**config.mk**
```make
export PLATFORM = sky130hd
export DESIGN_NAME = skip_seq_flat
export DESIGN_NICKNAME = d
export VERILOG_FILES = /design/src/rtl/skip_pkg.sv /design/src/rtl/skip_seq_if.sv /design/src/rtl/skip_prescale.sv /design/src/rtl/skip_seq.sv /design/src/flat_wrapper.sv
export SDC_FILE = /design/constraint.sdc
export NUM_CORES = 1
export LEC_CHECK = 0
export BUFFER_PORTS_ARGS = -buffer_cell sky130_fd_sc_hd__buf_4
export CORE_UTILIZATION = 54
export DETAILED_ROUTE_END_ITERATION = 10
export GPL_TIMING_DRIVEN = 1
export PLACE_DENSITY = 0.77
export SKIP_LAST_GASP = 1
export SLEW_MARGIN = 10
export SYNTH_ARGS = -nofsm -noshare
export SYNTH_HDL_FRONTEND = slang
export SYNTH_SLANG_ARGS = --single-unit
export TNS_END_PERCENT = 100
```
**constraint.sdc**
```tcl
create_clock -name CLK -period 1.94 [get_ports CLK]
set_clock_uncertainty 0.1 [all_clocks]
set_input_delay 0.097 -clock CLK [delete_from_list [all_inputs] [get_ports CLK]]
set_output_delay 0.097 -clock CLK [all_outputs]
set_load 0.005 [all_outputs]
```
**src/rtl/skip_pkg.sv**
```systemverilog
// Shared defaults, FSM state type and index-width helper for the skip ring driver.
package skip_pkg;

    localparam int unsigned DEF_LEN   = 16;
    localparam int unsigned DEF_DEPTH = 4;
    localparam int unsigned DEF_DIV_W = 32;
    localparam logic [DEF_LEN-1:0] DEF_INIT_MASK = 16'b0011010001000101;

    localparam int unsigned SEL_W   = 5;
    localparam int unsigned DWELL_W = 8;

    typedef enum logic {
        RESYNC = 1'b0,
        RUN    = 1'b1
    } state_t;

    // Ceiling log2, never less than 1 so a one-entry table still gets an index bit.
    function automatic int unsigned clog2(input int unsigned value);
        int unsigned w;
        w = 1;
        while ((32'd1 << w) < value) begin
            w = w + 1;
        end
        return w;
    endfunction

endpackage

```
**src/rtl/skip_seq_if.sv**
```systemverilog
// Control/status bundle between the sequencer and its host, plus the ring-facing outputs.
interface skip_seq_if
    import skip_pkg::*;
#(
    parameter int unsigned LEN   = DEF_LEN,
    parameter int unsigned DEPTH = DEF_DEPTH
);
    localparam int unsigned IDX_W = clog2(DEPTH);

    logic [SEL_W-1:0]   DIV_SEL;
    logic [DWELL_W-1:0] DWELL;
    logic               WR_EN;
    logic [IDX_W-1:0]   WR_ADDR;
    logic [LEN-1:0]     WR_DATA;
    logic               WR_ACK;
    logic               SLOW_CLK;
    logic               TICK;
    logic [LEN-1:0]     MASK;
    logic               RING_RST;
    logic [IDX_W-1:0]   IDX;

    modport master (
        output DIV_SEL, DWELL, WR_EN, WR_ADDR, WR_DATA,
        input  WR_ACK, SLOW_CLK, TICK, MASK, RING_RST, IDX
    );

    modport slave (
        input  DIV_SEL, DWELL, WR_EN, WR_ADDR, WR_DATA,
        output WR_ACK, SLOW_CLK, TICK, MASK, RING_RST, IDX
    );

endinterface

```
**src/rtl/skip_prescale.sv**
```systemverilog
// Free-running prescaler: selects one counter bit as the slow clock and flags its rising edge.
module skip_prescale
    import skip_pkg::*;
#(
    parameter int unsigned DIV_W = DEF_DIV_W
) (
    input  logic             CLK,
    input  logic             RST,
    input  logic [SEL_W-1:0] DIV_SEL,
    output logic             SLOW_CLK,
    output logic             TICK
);

    localparam int unsigned K_W = clog2(DIV_W);

    logic [DIV_W-1:0] count_q;
    logic [K_W-1:0]   sel_c;
    logic             slow_bit_c;

    // Clamp the bit select to the counter width and pick the slow-clock bit.
    always_comb begin
        sel_c = K_W'(DIV_W - 1);
        if (32'(DIV_SEL) < DIV_W) begin
            sel_c = K_W'(DIV_SEL);
        end
        slow_bit_c = count_q[sel_c];
    end

    // Counter plus registered slow clock; TICK needs SLOW_CLK low first, so ticks are >=2 cycles apart.
    always_ff @(posedge CLK) begin
        if (RST) begin
            count_q  <= '0;
            SLOW_CLK <= 1'b0;
            TICK     <= 1'b0;
        end else begin
            count_q  <= count_q + DIV_W'(1);
            SLOW_CLK <= slow_bit_c;
            TICK     <= slow_bit_c & ~SLOW_CLK;
        end
    end

endmodule

```
**src/rtl/skip_seq.sv**
```systemverilog
// Skip ring driver: slow clock generation, mask table, dwell sequencing and ring reset.
module skip_seq
    import skip_pkg::*;
#(
    parameter int unsigned   LEN       = DEF_LEN,
    parameter int unsigned   DIV_W     = DEF_DIV_W,
    parameter int unsigned   DEPTH     = DEF_DEPTH,
    parameter logic [LEN-1:0] INIT_MASK = LEN'(DEF_INIT_MASK)
) (
    input  logic     CLK,
    input  logic     RST,
    skip_seq_if.slave bus
);

    localparam int unsigned IDX_W = clog2(DEPTH);

    logic                 tick;
    logic                 slow_clk;

    logic [LEN-1:0]       mask_tbl_q [DEPTH];
    logic                 wr_ack_q;

    state_t               state_q, state_d;
    logic [IDX_W-1:0]     idx_q, idx_d, idx_nxt_c;
    logic [LEN-1:0]       mask_q, mask_d;
    logic [DWELL_W-1:0]   dwell_q, dwell_d;
    logic                 ring_rst_q, ring_rst_d;

    skip_prescale #(
        .DIV_W (DIV_W)
    ) u_prescale (
        .CLK      (CLK),
        .RST      (RST),
        .DIV_SEL  (bus.DIV_SEL),
        .SLOW_CLK (slow_clk),
        .TICK     (tick)
    );

    // Mask table: entry 0 resets to INIT_MASK, the rest to zero; writes acknowledged next cycle.
    always_ff @(posedge CLK) begin
        if (RST) begin
            for (int unsigned i = 0; i < DEPTH; i++) begin
                mask_tbl_q[i] <= (i == 0) ? INIT_MASK : '0;
            end
            wr_ack_q <= 1'b0;
        end else begin
            if (bus.WR_EN) begin
                mask_tbl_q[bus.WR_ADDR] <= bus.WR_DATA;
            end
            wr_ack_q <= bus.WR_EN;
        end
    end

    // Sequencer state register.
    always_ff @(posedge CLK) begin
        if (RST) begin
            state_q    <= RESYNC;
            idx_q      <= '0;
            mask_q     <= INIT_MASK;
            dwell_q    <= '0;
            ring_rst_q <= 1'b1;
        end else begin
            state_q    <= state_d;
            idx_q      <= idx_d;
            mask_q     <= mask_d;
            dwell_q    <= dwell_d;
            ring_rst_q <= ring_rst_d;
        end
    end

    // Next-state logic; only tick edges move the sequencer. Advance reads write-first.
    always_comb begin
        state_d    = state_q;
        idx_d      = idx_q;
        mask_d     = mask_q;
        dwell_d    = dwell_q;
        ring_rst_d = ring_rst_q;
        idx_nxt_c  = idx_q + IDX_W'(1);

        if (tick) begin
            case (state_q)
                RESYNC: begin
                    state_d    = RUN;
                    ring_rst_d = 1'b0;
                    dwell_d    = '0;
                end
                RUN: begin
                    if (bus.DWELL != '0) begin
                        if (dwell_q == bus.DWELL - DWELL_W'(1)) begin
                            idx_d      = idx_nxt_c;
                            mask_d     = (bus.WR_EN && (bus.WR_ADDR == idx_nxt_c)) ?
                                         bus.WR_DATA : mask_tbl_q[idx_nxt_c];
                            dwell_d    = '0;
                            state_d    = RESYNC;
                            ring_rst_d = 1'b1;
                        end else begin
                            dwell_d = dwell_q + DWELL_W'(1);
                        end
                    end
                end
                default: begin
                    state_d    = RESYNC;
                    ring_rst_d = 1'b1;
                end
            endcase
        end
    end

    // Drive the ring-facing and host-facing outputs from registers.
    assign bus.SLOW_CLK = slow_clk;
    assign bus.TICK     = tick;
    assign bus.MASK     = mask_q;
    assign bus.IDX      = idx_q;
    assign bus.RING_RST = ring_rst_q;
    assign bus.WR_ACK   = wr_ack_q;

endmodule

```
**src/flat_wrapper.sv**
```systemverilog
// flat-port wrapper written by rule: the top's interface ports become plain ports
module skip_seq_flat import skip_pkg::*;
#(
    parameter int unsigned   LEN       = DEF_LEN,
    parameter int unsigned   DIV_W     = DEF_DIV_W,
    parameter int unsigned   DEPTH     = DEF_DEPTH,
    parameter logic [LEN-1:0] INIT_MASK = LEN'(DEF_INIT_MASK)
)
  (CLK, RST, bus_DIV_SEL, bus_DWELL, bus_WR_EN, bus_WR_ADDR, bus_WR_DATA, bus_WR_ACK, bus_SLOW_CLK, bus_TICK, bus_MASK, bus_RING_RST, bus_IDX);
  skip_seq_if #(.LEN(LEN), .DEPTH(DEPTH)) bus_i ();
  input  logic CLK;
  input  logic RST;
  input wire logic [$bits(bus_i.DIV_SEL)-1:0] bus_DIV_SEL;
  input wire logic [$bits(bus_i.DWELL)-1:0] bus_DWELL;
  input wire logic [$bits(bus_i.WR_EN)-1:0] bus_WR_EN;
  input wire logic [$bits(bus_i.WR_ADDR)-1:0] bus_WR_ADDR;
  input wire logic [$bits(bus_i.WR_DATA)-1:0] bus_WR_DATA;
  output wire logic [$bits(bus_i.WR_ACK)-1:0] bus_WR_ACK;
  output wire logic [$bits(bus_i.SLOW_CLK)-1:0] bus_SLOW_CLK;
  output wire logic [$bits(bus_i.TICK)-1:0] bus_TICK;
  output wire logic [$bits(bus_i.MASK)-1:0] bus_MASK;
  output wire logic [$bits(bus_i.RING_RST)-1:0] bus_RING_RST;
  output wire logic [$bits(bus_i.IDX)-1:0] bus_IDX;
  assign bus_i.DIV_SEL = bus_DIV_SEL;
  assign bus_i.DWELL = bus_DWELL;
  assign bus_i.WR_EN = bus_WR_EN;
  assign bus_i.WR_ADDR = bus_WR_ADDR;
  assign bus_i.WR_DATA = bus_WR_DATA;
  assign bus_WR_ACK = bus_i.WR_ACK;
  assign bus_SLOW_CLK = bus_i.SLOW_CLK;
  assign bus_TICK = bus_i.TICK;
  assign bus_MASK = bus_i.MASK;
  assign bus_RING_RST = bus_i.RING_RST;
  assign bus_IDX = bus_i.IDX;
  skip_seq #(.LEN(LEN), .DIV_W(DIV_W), .DEPTH(DEPTH), .INIT_MASK(INIT_MASK)) u_core (.CLK(CLK), .RST(RST), .bus(bus_i));
endmodule
```
======== Word-level counts from Yosys, hierarchy flattened ========
Memory sizes are Yosys's and may differ from the RTL's. A register that Yosys moved wholly into a read port is not among the register bits.
Cells that the tools add are included.
storage, ports and cells
  register bits after elaboration ......... 47
  bits in latches ......................... 0
  RAM bits ................................ 64
  bits in read-only memories .............. 0
  input bits .............................. 34
  output and inout bits ................... 22
  logic and storage cells ................. 44
  memories kept ........................... 1
operators by class
  add/subtract/negate cells ............... 4
  multiply operators ...................... 0
  divide/modulo/power cells ............... 0
  magnitude comparators ................... 1
  equality and inequality tests ........... 3
  shift operators ......................... 0
  multiplexer cells ....................... 19
  bitwise operators ....................... 3
  reduce and logical (&&, ||, !) cells .... 5
memories
  memory             words  bits a word  rd ports  clocked after memory_dff  wr ports  line            source
  u_core.mask_tbl_q  4      16           1         1                         4         skip_seq.sv:20  logic [LEN-1:0] mask_tbl_q [DEPTH];
operators by type and width
  operator                 number
  $add A32 B1 Y32 const B  1
  $mux W16                 1
  $mux W8                  2
  $pmux W8 S2              1
  $reduce_or A16 Y1        1
  $mux W1                  11
  $add A8 B1 Y8 const B    1
  $eq A8 B8 Y1             1
  $reduce_bool A8 Y1       1
  $sub A8 B1 Y8 const B    1
  $lt A5 B6 Y1 const B     1
  $bmux W1 S5              1
  $ne A2 B2 Y1 const B     2
  $pmux W1 S2              2
  $reduce_and A4 Y1        1
  $reduce_and A3 Y1        1
  $add A2 B1 Y2 const B    1
  $mux W2                  1
  $not A1 Y1               2
  $reduce_and A2 Y1        1
  $and A1 B1 Y1            1

======== Depth between registers and ports, before layout ========
  depth after elaboration ................. 5
  mapped depth ............................ 10
  mapped depth without buffers ............ 8

======== Hierarchy ========
A second synthesis with hierarchy kept.
second synthesis, totals
  cells, all modules ...................... 560
  area total of the unflattened synthesis .. 6374.9 um^2
modules (own cells, without submodules)
  module         instances  cells an instance  area each (um^2)  seq. area each (um^2)
  skip_seq       1          353                4504.3            2502.4
  skip_prescale  1          207                1870.5            680.7

======== Least setup slack after synthesis ========
No wires, ideal clock.
  path type ............................... reg-to-reg
  start ................................... reg u_core.dwell_q[6]
  end ..................................... reg u_core.idx_q[0], in the netlist u_core.bus.IDX[0]
  setup time .............................. 121 ps
  data arrival time ....................... 1781 ps
  required time ........................... 1719 ps
  path slack .............................. -62 ps
  stages on the path, launching flop included .. 8
  buffers on the path ..................... 1
  clock period less this slack ............ 2002 ps
  path through ............................ dfxtp_1 clkbuf_1 nor2b_1 a21oi_1 o31a_1 and2_4 nor3_4 mux2_4
between the ends
  word-level cells in the longest chain between the ends .. 2
ends and longest elaborated chain
  item                         line            source
  from (decl)                  skip_seq.sv:26  logic [DWELL_W-1:0] dwell_q, dwell_d;
  from (signal assigned)       skip_seq.sv:66  dwell_q <= dwell_d;
  $eq A8 B8 Y1                 skip_seq.sv:89  if (dwell_q == bus.DWELL - DWELL_W'(1)) begin
  $reduce_and A4 Y1 (no line)  -
  to (signal assigned)         skip_seq.sv:64  idx_q <= idx_d;
  to (decl)                    skip_seq.sv:24  logic [IDX_W-1:0] idx_q, idx_d, idx_nxt_c;
No other way between the ends.
A chain may end at the register's enable or synchronous reset.

======== Final worst setup path ========
  start ................................... reg u_core.idx_q[0], in the netlist u_core.bus.IDX[0]
  end ..................................... reg u_core.mask_q[2], in the netlist u_core.bus.MASK[2], read port of u_core.mask_tbl_q
between the ends
  word-level cells in the longest chain between the ends .. 1
ends and longest elaborated chain
  item           line            source
  $add A2 B1 Y2  skip_seq.sv:78  idx_nxt_c = idx_q + IDX_W'(1);
  to (decl)      skip_seq.sv:25  logic [LEN-1:0] mask_q, mask_d;
No other way between the ends.

==> summary.txt <==
Status
  • Outcome: finished, violations left
  • Violations in the final reports: setup timing

Routing
  • DRC Markers: 0
  • Detailed-routing iteration count for the pre-antenna-repair pass: 5
  • Average wire per cell in the routed design: ~18 um
  • Aggregate routed wire length: approximately 15 mm
  • Count of routing violations after the opening detailed-route iteration: about 280
  • Post-DR vias/cell: 5.82
  • Vias after detailed routing: roughly 4700
  • Post-route antenna net violation count: 0

Synthesis
  • Dominant combinational cell family by area after synthesis: simple AND/OR/NAND/NOR gates
  • Syn nets: approximately 570
  • Post-Synthesis Mean Instance Area: around 12 um2
  • Synthesized-area fraction occupied by and/or/nand/nor cells: approximately 20%
  • Async S/R FF share, synth: 0%
  • Cell type with the highest aggregate area in the netlist: sky130_fd_sc_hd__edfxtp_1
  • Most common flop cell mapped by yosys: sky130_fd_sc_hd__edfxtp_1
  • Multiplexer fraction of the synthesized cell area: between 10% and 20%
  • Post-synthesis cell type count: 57
  • Library cell with the highest instance count after synthesis: sky130_fd_sc_hd__edfxtp_1
  • Fraction of the yosys area taken by sequential cells: 51.2%
  • Instance count of the mapped netlist: 528
  • Flop and latch count out of synthesis: 127
  • Leading post-synthesis cells by cell area: sky130_fd_sc_hd__edfxtp_1 (31%), sky130_fd_sc_hd__dfxtp_1 (20%), sky130_fd_sc_hd__mux4_2 (9.4%)
  • Xor/xnor cell area share of the yosys netlist: under 10%
  • Adder-cell share of the synthesized area: 0.806%
  • Share of Yosys cell area claimed by the top area cell type: a little under a third
  • Complex-gate fraction of the synthesized area: about a tenth
  • Syn Std Cell Area: 6210 um2
  • List of most frequent post-synthesis cells: sky130_fd_sc_hd__edfxtp_1 (64), sky130_fd_sc_hd__dfxtp_1 (63), sky130_fd_sc_hd__and2_1 (59)
  • Syn. warnings: 0
  • Number of enable-type register cells in the synthesized netlist: 64

Placement
  • Placer Congestion: between 0.8 and 0.9
  • Half-perimeter wire length after detailed placement: about 9.4 mm
  • Number of input and output port buffers inserted: 55
  • Pre-CTS setup slack: -0.172 ns

Clock network
  • CTS tree: done
  • H-Tree Level Count: 4
  • Source-to-sink clock delay at the later pin of the worst-skew pair: ~0.42 ns
  • Number of buffers created by CTS: 17
  • Clock-pin slew reported for the worst setup and hold paths after clock tree synthesis: ~0.06 ns
  • Clock sinks: around 130
  • Number of buffers between clock root and the deepest sink: 2
  • Cell chosen for the clock root: sky130_fd_sc_hd__clkbuf_16

Setup path
  • Crit Path Max Fanout: 6
  • R2R cell count: 7
  • Data required, critical path: about 2.1 ns
  • Worst path arrival time: ~2.3 ns
  • Startpoint-to-endpoint class of the critical path: flip-flop to flip-flop
  • Startpoint Class: flip-flop
  • Element type at the critical path end: flip-flop

Cells and area
  • Total number of nets in the final design: about 700
  • Fraction of final layout cells sized beyond drive strength 1: 37.3%
  • Final core utilization: 74.8%
  • Number of diodes added for antenna fixing: 0
  • Synthesis-to-layout area growth: 32.8%

Floorplan
  • Num rows: 38
  • Overall die area: ~12000 um2
  • Die outline height: 109 um
  • Core region area: roughly 11000 um2
  • Initial standard-cell utilization of the core: between 50% and 60%
  • Die Wd: 109 um
  • Total I/O pin count: 56

Power
  • Cell Int Power: 5410 uW
  • Clock group share of total power: 50.4%
  • Power density of the placed cells: slightly above 800 nW/um2
  • Share of total power in sequential cells: 43.4%
  • Power after layout: around 6800 uW
  • Logic gate share of total power: ~6.2%
  • Static Leakage: 0.00306 uW
  • Switching portion of total power: about a fifth
  • VDD IR max: about 0.86 mV
  • Switching power of the nets: 1420 uW

Hold path
  • Count of cells along the worst hold path: 4
  • Class of the tightest hold or removal check: primary input to flip-flop

Timing
  • Tcrit/Tclk final: 106%
  • Smallest hold slack: about 0.054 ns
  • Unrepaired setup endpoints after global routing: yes
  • Final setup violation count: 9
  • Setup WS post-layout: -0.121 ns
  • Number of hold violations in the final report: 0
  • Rel. slew slack: about 60%
  • Post-layout min period: about 2.1 ns
  • Max Slew Vio Count: 0
  • Worst Max-Slew Pin Slew: approximately 0.60 ns
  • Maximum achievable frequency: between 400 and 500 MHz

Run
  • Max-capacitance violation count: 0

Global route
  • Via count of the first global-routing pass: about 4800
  • GR Overflow Total: 0
  • Maximum number of pins on one net before global-route repair: 53
  • Total global-route track usage: 26.3%
  • Wire length of the first global-routing pass: about 23 mm
  • Initial antenna violation count: 0
==> layer usage <==
metal  wire length, um  track usage [%]
met5                 0                0
met4               284             11.6
met3               742             6.69
met2              7790             46.0
met1              5920             30.2
==> final cells by class <==
type                            instances  area, um2
Inverter                                7       26.3
Fill cell                             707       2780
Multi-Input combinational cell        365       3030
Timing Repair Buffer                  140       1160
Tap cell                              140        175
Clock buffer                           18        429
Sequential cell                       127       3210
Clock inverter                         14        216
==> flip-flops by register name (all words and copies together), names as in the netlist <==
| name | flops |
|---|---|
| u_core.u_prescale.TICK | 1 |
| u_core.bus.RING_RST | 1 |
| u_core.state_q | 1 |
| u_core.bus.MASK | 16 |
| u_core.dwell_q | 8 |
| u_core.u_prescale.count_q | 32 |
| u_core.bus.IDX | 2 |
| u_core.u_prescale.SLOW_CLK | 1 |
| u_core.bus.WR_ACK | 1 |
| u_core.mask_tbl_q | 64 |
==> what timing repair did <==
item,4_1_cts,5_1_grt
gates cloned,1,3
resized for setup,17,42
hold endpoints to repair,71,0
hold buffers,17,0
endpoints found under the setup margin,20,35
buffers inserted,9,6
pin swaps,13,18
==> stage by stage <==
stage / instance area, um2 / std cells / TNS [ns]
floorplan: 6240 / 528 / -0.0247
global placement: 7080 / 743 / -0.959
detailed placement: 7080 / 743 / -2.23
CTS: 8020 / 802 / -0.0177
global route: 8250 / 811 / -1.73
finish: 8250 / 811 / -0.408
==> logic make-up (layout without fill, tap and decap cells) <==
kind of cell	Yosys count	count (layout)
buffers and inverters	37	179
DFF	127	127
xor gates and xnor gates	37	37
adders and majority gates	4	4
AOI/OAI and AO/OA	85	85
and+or+nand+nor	209	210
muxes	29	29
==> path summary, 6_finish.rpt <==
path,start,end,slack (ns)
hold / removal,bus_DIV_SEL[4],u_core.u_prescale.SLOW_CLK,0.05
hold reg to reg,u_core.u_prescale.SLOW_CLK,u_core.u_prescale.TICK,0.32
setup / recovery,u_core.bus.IDX[0],u_core.bus.MASK[2],-0.12
setup reg to reg,u_core.bus.IDX[0],u_core.bus.MASK[2],-0.12
==> power by group through the flow <==
stage | logic [uW] | registers [uW] | clock network [uW]
CTS | 411 | 2960 | 3480
global route | 460 | 2980 | 3600
floorplan | 213 | 3010 | 0
global placement | 367 | 3020 | 0
finish | 426 | 2960 | 3440
detailed placement | 379 | 3020 | 0
==> cells in the final DEF (no fill, tap or decap), drive strengths merged, types with 11 or more instances in the layout <==
cell / synthesis / final
a211oi: 12 / 12
a21oi: 15 / 15
a31oi: 13 / 13
and2: 60 / 60
buf: 14 / 121
clkbuf: 16 / 20
dfxtp: 63 / 63
dlygate4sd3: 0 / 17
edfxtp: 64 / 64
mux4: 26 / 26
nand2: 23 / 23
nand3: 12 / 12
nand4: 11 / 11
nor2: 29 / 29
nor3: 12 / 12
o21ai: 12 / 12
xnor2: 15 / 15
xor2: 22 / 22
==> critical path: stages (launching register included) <==
cell and delay [ns]:
sky130_fd_sc_hd__dfxtp_4 0.37, sky130_fd_sc_hd__nor3b_1 0.24, sky130_fd_sc_hd__o21ai_1 0.12, sky130_fd_sc_hd__o21ai_1 0.13, sky130_fd_sc_hd__a32oi_2 0.09, sky130_fd_sc_hd__buf_4 0.18, sky130_fd_sc_hd__a221o_1 0.34, sky130_fd_sc_hd__o32a_2 0.37
No activity file was read; power rests on OpenSTA's default activity.
